## config.mk

```make
export PLATFORM = sky130hd
export DESIGN_NAME = vram_arbiter
export DESIGN_NICKNAME = d
export VERILOG_FILES = /design/src/rtl/vram_arbiter.sv
export SDC_FILE = /design/constraint.sdc
export NUM_CORES = 1
export LEC_CHECK = 0
export BUFFER_PORTS_ARGS = -buffer_cell sky130_fd_sc_hd__buf_2
export CORE_MARGIN = 8
export CORE_UTILIZATION = 40
export DETAILED_ROUTE_END_ITERATION = 12
export GPL_TIMING_DRIVEN = 0
export PLACE_DENSITY = 0.63
export SKIP_LAST_GASP = 1
export SLEW_MARGIN = 20
export SYNTH_ARGS = -nofsm -noshare
export SYNTH_HDL_FRONTEND = slang
export SYNTH_SLANG_ARGS = --single-unit
```

## constraint.sdc

```tcl
create_clock -name clk -period 2.3 [get_ports clk]
set_clock_uncertainty 0.1 [all_clocks]
set_input_delay 0 -clock clk [delete_from_list [all_inputs] [get_ports clk]]
set_output_delay 0 -clock clk [all_outputs]
set_load 0.02 [all_outputs]
```

## src/rtl/vram_arbiter.sv

```systemverilog
// Single-port VRAM arbiter: fixed display fetch slots every DATA_W pixels, CPU writes
// fill the remaining port cycles; fetched words are serialised into a 1bpp pixel stream.
module vram_arbiter #(
  parameter int unsigned ADDR_W     = 16,
  parameter int unsigned DATA_W     = 8,
  parameter int unsigned LINE_WORDS = 100,
  parameter int unsigned PIPE_LAT   = 3
) (
  input  logic              clk,
  input  logic              clr,
  input  logic              dis_en,
  input  logic [9:0]        pixh,
  input  logic [9:0]        pixv,
  input  logic              cpu_req,
  input  logic [ADDR_W-1:0] cpu_addr,
  input  logic [DATA_W-1:0] cpu_wdata,
  output logic              cpu_ack,
  output logic [ADDR_W-1:0] vram_addr,
  output logic              vram_we,
  output logic [DATA_W-1:0] vram_wdata,
  input  logic [DATA_W-1:0] vram_rdata,
  output logic              pix_out,
  output logic              pix_valid
);

  // dis_en stages ahead of pix_valid, and owner stages ahead of the shift-register load
  localparam int unsigned VD_W = PIPE_LAT - 1;
  localparam int unsigned SD_W = PIPE_LAT - 2;

  typedef enum logic [1:0] {
    IDLE = 2'd0,
    DISP = 2'd1,
    CPU  = 2'd2
  } owner_t;

  owner_t            owner;
  logic [ADDR_W-1:0] line_base_c;
  logic [ADDR_W-1:0] disp_addr_c;
  logic              slot_c;
  logic              grant_c;
  logic              next_bit_c;
  logic [VD_W-1:0]   valid_sr;
  logic [SD_W-1:0]   load_sr;
  logic [DATA_W-1:0] shreg;

  // Row base address; the 100-word line uses a shift-add instead of a multiplier
  if (LINE_WORDS == 100) begin : g_line_shift
    assign line_base_c = (ADDR_W'(pixv) << 6) + (ADDR_W'(pixv) << 5) + (ADDR_W'(pixv) << 2);
  end else begin : g_line_mul
    assign line_base_c = ADDR_W'(pixv) * ADDR_W'(LINE_WORDS);
  end

  assign disp_addr_c = line_base_c + ADDR_W'(pixh[9:3]);
  assign slot_c      = dis_en && (pixh[2:0] == 3'd0);
  // Blocking the grant while cpu_ack is high keeps a held request from writing twice
  assign grant_c     = cpu_req && !cpu_ack;
  assign next_bit_c  = load_sr[SD_W-1] ? vram_rdata[DATA_W-1] : shreg[DATA_W-1];

  always_ff @(posedge clk or posedge clr) begin
    if (clr) begin
      owner      <= IDLE;
      cpu_ack    <= 1'b0;
      vram_addr  <= '0;
      vram_we    <= 1'b0;
      vram_wdata <= '0;
      valid_sr   <= '0;
      load_sr    <= '0;
      shreg      <= '0;
      pix_out    <= 1'b0;
      pix_valid  <= 1'b0;
    end else begin
      cpu_ack <= 1'b0;
      vram_we <= 1'b0;
      if (slot_c) begin
        owner     <= DISP;
        vram_addr <= disp_addr_c;
      end else if (grant_c) begin
        owner      <= CPU;
        vram_addr  <= cpu_addr;
        vram_wdata <= cpu_wdata;
        vram_we    <= 1'b1;
        cpu_ack    <= 1'b1;
      end else begin
        owner <= IDLE;
      end

      // Read data arrives one cycle after the DISP cycle; load it then shift MSB-first
      load_sr  <= SD_W'({load_sr, owner == DISP});
      valid_sr <= VD_W'({valid_sr, dis_en});
      if (load_sr[SD_W-1]) begin
        shreg <= DATA_W'({vram_rdata, 1'b0});
      end else begin
        shreg <= DATA_W'({shreg, 1'b0});
      end
      pix_out   <= next_bit_c && valid_sr[VD_W-1];
      pix_valid <= valid_sr[VD_W-1];
    end
  end

endmodule

```

---- Word-level counts from Yosys, hierarchy flattened ----
Cells that the tools add are included.
word-level totals
  register bits after elaboration ......... 40
  bits of input ports ..................... 56
  output and inout port bits .............. 28
  logic and storage cells ................. 29
cells by class
  add/sub/neg operators ................... 3
  equal/unequal tests ..................... 1
  muxes and demuxes ....................... 8
  bitwise gates (word level) .............. 1
  reductions and logical operators ........ 7
operators by type and width
  cell                count
  $mux 16             2
  $add 16x12->16      1
  $add 16x15->16      1
  $add 16x7->16       1
  $mux 8              1
  $mux 2              2
  $logic_and 1x1->1   3
  $logic_not 3->1     1
  $mux 1              3
  $eq 2x1->1 const B  1
  $reduce_and 2->1    1
  $reduce_bool 2->1   1
  $logic_not 1->1     1
  $not 1->1           1

---- Depth between registers and ports, before layout ----
Gate-level depths: netlist of run 1.
  word-level depth ........................ 4
  gate-level depth with buffers ........... 11
  gate-level depth less buffers ........... 11

---- Worst setup path before layout of run 1 ----
No wires, ideal clock.
  path type ............................... input to register
  start point ............................. in pixh[9]
  end point ............................... reg vram_addr[14]
  setup time .............................. 120 ps
  data arrival time ....................... 2386 ps
  data required time ...................... 2080 ps
  setup slack ............................. -306 ps
  cell stages on the path ................. 10
  path buffers ............................ 0
  path through ............................ inv_1 -> fa_1 -> inv_1 -> fa_1 -> ha_1 -> nor2b_1 -> o31ai_4 -> a211oi_1 -> or3_1 -> a31o_1
between the ends
  longest elaborated chain between the ends .. 2
RTL lines
  what                  line  RTL
  start, declared       12    input logic [9:0] pixh,
  $add 16x7->16         53    assign disp_addr_c = line_base_c + ADDR_W'(pixh[9:3]);
  $mux 16               74    if (slot_c) begin
  end signal, assigned  76    vram_addr <= disp_addr_c;
  end signal, assigned  79    vram_addr <= cpu_addr;
  end, declared         18    output logic [ADDR_W-1:0] vram_addr,
No other way between the ends.
A chain may end at the register's enable or synchronous reset.

---- Worst setup path in the final report of run 1 ----
  start point ............................. in pixv[1]
  end point ............................... reg vram_addr[14]
between the ends
  longest elaborated chain between the ends .. 4
RTL lines
  what              line  RTL
  start, declared   13    input logic [9:0] pixv,
  $add 16x15->16    48    assign line_base_c = (ADDR_W'(pixv) << 6) + (ADDR_W'(pixv) << 5) + (ADDR_W'(pixv) << 2);
  $add 16x12->16 *  48
  $add 16x7->16 *   53
  $mux 16 *         74
Mark *: on every way between the ends. The rest lies on a longest branch, timed or not.

==> flow_metrics.py, run 1 <==
metrics = {
    "clocking": {
        "numClockSinks": 38,
        "clock_path_buffers": 2,
        "numCtsBuffers": 5,
        "clk_latency_ns": 0.28,
        "root_buffer": "clkbuf_8",
        "clkTransAtPathRegs_ns": 0.07,
        "htree_num_levels": 2,
        "cts_tree": "built",
    },
    "detailed_routing": {
        "drt-total-wl_mm": 6.35,
        "drc": 0,
        "drt-initial-drc-count": 46,
        "via_per_inst": 4.74,
        "first_pass_iters": 4,
        "drtAntennaViolNets": 0,
        "wl_per_cell_um": 14.3,
        "vias": 2108,
    },
    "global_route": {
        "grt_pass1_vias": 2199,
        "antenna_found_initial": 0,
        "grt_pass1_wl_mm": 10.1,
        "grt_overflow_total": 0,
        "grt_usage": 0.138,
        "grt_max_degree": 29,
    },
    "outcome": {
        "violations": "setup timing",
        "status": "finished, violations left",
    },
    "worst_setup_path": {
        "crit_path_end_kind": "register",
        "max_stage_delay_ns": 0.54,
        "cp.arrival_ns": 2.49,
        "critical_path_depth": 11,
        "crit_required_ns": 2.37,
        "worst-path-buf-inv": 3,
        "worstSetupPathType": "in -> reg",
        "rr_endpoint": "vram_addr[0]$_DFFE_PP0P_",
        "rr_worst_depth": 5,
        "crit_start": "pixv[1]",
        "timing.rr.start": "owner[1]$_DFF_PP0_",
        "cp_max_fo": 3,
        "cp-start-kind": "primary input",
        "r2r_slack_ns": 0.36,
        "crit_path_cell_trace": "buf_8, inv_4, fa_1, inv_2, fa_1, ha_4, nor2b_4, o31ai_4, a211oi_2, or3_1, a31o_1",
        "cp_slowest_cell": "fa_1",
        "crit_family": "adder cells",
        "endpoint": "vram_addr[14]$_DFFE_PP0P_",
        "cpMostUsedCell": "fa_1",
    },
    "place": {
        "port_buffers": 83,
        "dp_slack_ns": -0.510,
        "place.detailed.hpwl_mm": 4.80,
        "gp_congestion": 0.797,
        "postPlaceCellArea_um2": 3140,
    },
    "power": {
        "switching_share": 0.353,
        "peakVddDrop_v": 0.000342,
        "clkPwrFrac": 0.199,
        "seqPwrFrac": 0.346,
        "p_comb_frac": 0.455,
        "leakagePower_nw": 1.93,
        "power_density_nw_per_um2": 622,
        "internal_power_w": 0.00150,
        "netSwitchingPower_w": 0.000818,
    },
    "floorplanning": {
        "row_count": 29,
        "die_w_um": 96.3,
        "die_height_um": 96.3,
        "io_pins": 84,
        "start_util": 0.411,
        "dieArea_um2": 9270,
        "coreArea_um2": 6280,
    },
    "synth": {
        "synth_area_leader_cell": "dfrtp_1",
        "ys_types": 42,
        "avgSynthCellArea_um2": 11.0,
        "synth.area.top_cells": "dfrtp_1, ha_1, fa_1",
        "ys_seq_elements": 38,
        "yosysSeqAreaShare": 0.369,
        "yosysWarnings": 0,
        "yosys.area.top_type_share": 0.369,
        "synthCells": 235,
        "synth_fp_nets": 328,
        "syn_area_um2": 2580,
    },
    "flow_run": {
        "drv_cap": 0,
    },
    "layout": {
        "drive_gt1_frac": 0.402,
        "post-route-cell-area_um2": 3720,
        "fin_nets": 460,
        "final_cell_mix": "buf_2, dfrtp_1, dlygate4sd3_1, inv_1, ha_1",
        "syn2layout_area_growth_pct": 44.4,
        "fill_cells": 533,
        "layout_commonest_cell": "buf_2",
        "diodes": 0,
    },
    "timing": {
        "max_freq_ghz": 0.415,
        "rsz0062_at_grt": "yes",
        "worstMarginPinSlew_ns": 0.394,
        "finalCriticalPeriod_ns": 2.41,
        "max-slew-margin-rel": 0.737,
        "final-setup-viol-count": 3,
        "timing.final.crit_share": 1.05,
        "maxSlewViolCount": 0,
        "setup_ws_ns": -0.111,
        "finalHoldViolCount": 0,
    },
    "hold_path": {
        "min_path_type": "in -> reg",
    },
}
## cells in the mapped netlist (all sizes together)
cell type,count
a21oi,8
and2,2
ha,28
mux2i,13
a41oi,1
o21a,1
fa,9
clkbuf,1
a31oi,1
nor3,2
dfrtp,38
o31ai,2
o311a,1
o211ai,2
a221oi,1
nand4,1
a31o,3
a211oi,2
nand2,16
or3,1
a21o,4
mux2,18
nand3,3
xnor2,5
inv,33
clkinv,1
nand2b,1
xor2,1
nor2b,3
o21ai,16
and3,1
buf,8
nor2,7
or4b,1
## state kept, by name, summed over array words and instances (netlist names)
signal	count
pix_out	1
valid_sr	2
load_sr	1
vram_wdata	8
owner	2
shreg	7
vram_addr	16
pix_valid	1
## worst min path at each step
stage	start	to	slack (ns)	cells past startpoint
4_1_cts	clr	vram_addr[0]$_DFFE_PP0P_	0.08	3
5_1_grt	clr	vram_addr[2]$_DFFE_PP0P_	0.11	3
6_report	pixh[2]	vram_addr[13]$_DFFE_PP0P_	0.08	4
3_3_place_gp	dis_en	valid_sr[0]$_DFF_PP0_	0.03	1
2_1_floorplan	dis_en	valid_sr[0]$_DFF_PP0_	-0.07	0
3_5_place_dp	clr	vram_addr[0]$_DFFE_PP0P_	-0.15	2
## worst register-to-register path: stages (launching register included)
cell	delay, ns
dfrtp_1	0.43
nand2b_1	0.13
buf_4	0.30
mux2i_1	0.23
o21ai_0	0.08
dlygate4sd3_1	0.57
## repair_timing
action                                  in CTS  in global routing
pin swaps                                    8                  6
endpoints found under the hold margin       70                  0
buffers inserted                             5                  1
hold buffers                                36                  0
endpoints found under the setup margin       4                  7
gates resized for setup                     11                  9
## final cells by class
cell class / count / area, um^2 / share of cell area
Buffer: 8 / 52.6 / 0.0141
Clock buffer: 6 / 82.6 / 0.0222
Clock inverter: 2 / 12.5 / 0.00336
Timing Repair Buffer: 126 / 871 / 0.234
Tap cell: 77 / 96.3 / 0.0259
Multi-Input combinational cell: 154 / 1510 / 0.405
Sequential cell: 38 / 951 / 0.255
Inverter: 34 / 150 / 0.0403
## layer usage
layer / part of all wire / vias to the layer above / GRT usage
met5: 0 / - / 0
met4: 0.012 / 0 / 0.0404
met3: 0.064 / 7 / 0.0242
met2: 0.50 / 65 / 0.242
met1: 0.42 / 968 / 0.169
li1: - / 1068 / -
## power groups by stage
| stage | registers (W) | logic [W] | clock network, W |
|---|---|---|---|
| 5_1_grt | 0.000812 | 0.00116 | 0.000508 |
| 3_3_place_gp | 0.000809 | 0.000893 | 0 |
| 3_5_place_dp | 0.000815 | 0.000905 | 0 |
| 2_1_floorplan | 0.000918 | 0.000534 | 0 |
| 6_report | 0.000802 | 0.00105 | 0.000461 |
| 4_1_cts | 0.000802 | 0.00101 | 0.000480 |
## cell families after synthesis
| kind of cell | count (synthesis) | synth area share |
|---|---|---|
| buf+inv | 43 | 0.0767 |
| compound gates | 42 | 0.110 |
| simple gates | 38 | 0.0781 |
| flops | 38 | 0.369 |
| fa+ha+maj | 37 | 0.206 |
| mux | 31 | 0.141 |
| xor+xnor | 6 | 0.0204 |
## metrics by stage
step | utilization | TNS (ns) | hold slack (ns) | power (W) | cells
global placement | 0.497 | -2.16 | 0.0343 | 0.00170 | 395
CTS | 0.586 | -0.115 | 0.0767 | 0.00229 | 445
floorplan | - | -0.317 | -0.0686 | 0.00145 | 235
global route | 0.593 | -0.537 | 0.105 | 0.00248 | 445
detailed placement | 0.500 | -2.53 | -0.150 | 0.00172 | 396
finish | 0.593 | -0.208 | 0.0845 | 0.00232 | 445
Note: power is estimated with default switching activity, not from simulation.
==> run 2: changes to the inputs <==
--- a/config.mk
+++ b/config.mk
@@ -10,6 +10,7 @@
 export CORE_UTILIZATION = 40
 export DETAILED_ROUTE_END_ITERATION = 12
 export GPL_TIMING_DRIVEN = 0
+export MAX_ROUTING_LAYER = met4
 export PLACE_DENSITY = 0.63
 export SKIP_LAST_GASP = 1
 export SLEW_MARGIN = 20
==> run 2 against run 1 <==
The flow still finishes with violations (setup timing). Clock power is essentially flat. Critical path depth stayed put. Critical path type unchanged. Clock-buffer cell count is the same. Register-to-register slack barely moved. Via count is 0.52% lower. Power hardly changed. Routed wire length is essentially flat. Flip-flop and latch count is the same. Cell count stayed put. Non-clock buffer count unchanged.
==> flow_metrics.py, run 2 (synthesis results as in run 1) <==
metrics = {
    "global_route": {
        "antenna_found_initial": 0,
        "grt_pass1_vias": 2204,
        "grt_overflow_total": 0,
        "grt_max_degree": 29,
        "grt_pass1_wl_mm": 10.1,
        "grt_usage": 0.142,
    },
    "outcome": {
        "violations": "setup timing",
        "status": "finished, violations left",
    },
    "floorplanning": {
        "dieArea_um2": 9270,
        "coreArea_um2": 6280,
        "die_w_um": 96.3,
        "start_util": 0.411,
        "row_count": 29,
        "io_pins": 84,
        "die_height_um": 96.3,
    },
    "clocking": {
        "clkTransAtPathRegs_ns": 0.08,
        "htree_num_levels": 2,
        "cts_tree": "built",
        "root_buffer": "clkbuf_8",
        "clk_latency_ns": 0.28,
        "numCtsBuffers": 5,
        "clock_path_buffers": 2,
        "numClockSinks": 38,
    },
    "timing": {
        "setup_ws_ns": -0.110,
        "max_freq_ghz": 0.415,
        "finalCriticalPeriod_ns": 2.41,
        "hold_ws_ns": 0.0840,
        "final-setup-viol-count": 3,
        "max-slew-margin-rel": 0.736,
        "finalHoldViolCount": 0,
        "worstMarginPinSlew_ns": 0.396,
        "maxSlewViolCount": 0,
        "timing.final.crit_share": 1.05,
        "tns_ns": -0.213,
        "rsz0062_at_grt": "yes",
    },
    "power": {
        "internal_power_w": 0.00150,
        "p_comb_frac": 0.455,
        "clkPwrFrac": 0.200,
        "peakVddDrop_v": 0.000342,
        "power_density_nw_per_um2": 622,
        "leakagePower_nw": 1.93,
        "switching_share": 0.354,
        "netSwitchingPower_w": 0.000819,
        "seqPwrFrac": 0.346,
        "power_w": 0.00232,
    },
    "layout": {
        "regMostFlops": "vram_addr",
        "fin_nets": 460,
        "drive_gt1_frac": 0.402,
        "layout_commonest_cell": "buf_2",
        "final_cell_mix": "buf_2, dfrtp_1, dlygate4sd3_1, inv_1, ha_1",
        "post-route-util": 0.593,
        "diodes": 0,
        "post-route-cell-area_um2": 3720,
        "largest_reg_flops": 16,
        "syn2layout_area_growth_pct": 44.4,
        "fill_cells": 533,
        "reg.largest.list": "vram_addr: 16 flops, vram_wdata: 8 flops, shreg: 7 flops",
    },
    "detailed_routing": {
        "via_per_inst": 4.71,
        "first_pass_iters": 4,
        "wl_per_cell_um": 14.3,
        "drt-initial-drc-count": 51,
        "vias": 2097,
        "drtAntennaViolNets": 0,
        "drc": 0,
        "drt-total-wl_mm": 6.35,
    },
    "flow_run": {
        "drv_cap": 0,
    },
    "place": {
        "postPlaceCellArea_um2": 3140,
        "port_buffers": 83,
        "place.detailed.hpwl_mm": 4.80,
        "gp_congestion": 0.808,
    },
    "worst_setup_path": {
        "cpMostUsedCell": "fa_1",
        "crit_path_cell_trace": "buf_8, inv_4, fa_1, inv_2, fa_1, ha_4, nor2b_4, o31ai_4, a211oi_2, or3_1, a31o_1",
        "max_stage_delay_ns": 0.54,
        "worstSetupPathType": "in -> reg",
        "cp-start-kind": "primary input",
        "cp_slowest_cell": "fa_1",
        "cp.arrival_ns": 2.48,
        "crit_required_ns": 2.37,
        "cp_max_fo": 3,
        "crit_path_end_kind": "register",
    },
    "hold_path": {
        "min_path_type": "in -> async",
    },
}
-- run 2: metrics by stage --
step,setup slack (ns),cells
6_report,-0.110,445
5_1_grt,-0.154,445
3_3_place_gp,-0.483,395
2_1_floorplan,-0.223,235
4_1_cts,-0.102,445
3_5_place_dp,-0.510,396
-- run 2: layer usage --
metal	track usage	vias up	wire length, um
met4	0.0404	0	78
met1	0.171	962	2700
li1	-	1065	-
met3	0.0218	7	381
met5	-	-	0
met2	0.242	63	3190
-- run 2: area by class of cell --
cell class	instances	area, um^2	share of cell area
buffer	8	52.6	0.0141
clock buffer	6	82.6	0.0222
clock inverter	2	12.5	0.00336
inverter	34	150	0.0403
multi-input combinational	154	1510	0.405
sequential	38	951	0.255
tap	77	96.3	0.0259
timing repair buffer	126	871	0.234
-- run 2: worst max-delay path: cells and delay by family --
kind,cells,cell delay [ns]
adder cells (fa/ha/maj),3,1.29
AO/OA/AOI/OAI,3,0.54
AND/OR/NAND/NOR,2,0.51
buffers and inverters,3,0.15
-- run 2: final timing paths --
kind / startpoint / to / slack, ns / cells past startpoint
setup reg to reg: owner[1]$_DFF_PP0_ / vram_addr[0]$_DFFE_PP0P_ / 0.36 / 5
min in group clk: pixv[0] / vram_addr[3]$_DFFE_PP0P_ / 0.08 / 5
hold reg to reg: valid_sr[0]$_DFF_PP0_ / valid_sr[1]$_DFF_PP0_ / 0.26 / 0
hold / removal: clr / vram_addr[4]$_DFFE_PP0P_ / 0.08 / 3
max in group asynchronous: clr / vram_wdata[0]$_DFFE_PP0P_ / 1.59 / 4
setup / recovery: pixv[1] / vram_addr[14]$_DFFE_PP0P_ / -0.11 / 11
-- run 2: power by group through the flow --
stage | clock [W] | sequential, W | combinational [W]
floorplan | 0 | 0.000918 | 0.000534
global placement | 0 | 0.000809 | 0.000893
detailed placement | 0 | 0.000815 | 0.000905
CTS | 0.000480 | 0.000802 | 0.00101
global route | 0.000510 | 0.000812 | 0.00116
finish | 0.000463 | 0.000801 | 0.00105
-- run 2: timing repair --
item | 4_1_cts | 5_1_grt
resized for setup | 11 | 9
endpoints found under the setup margin | 4 | 7
pin swaps | 8 | 6
buffers inserted | 5 | 1
endpoints found under the hold margin | 70 | 0
hold buffers | 36 | 0
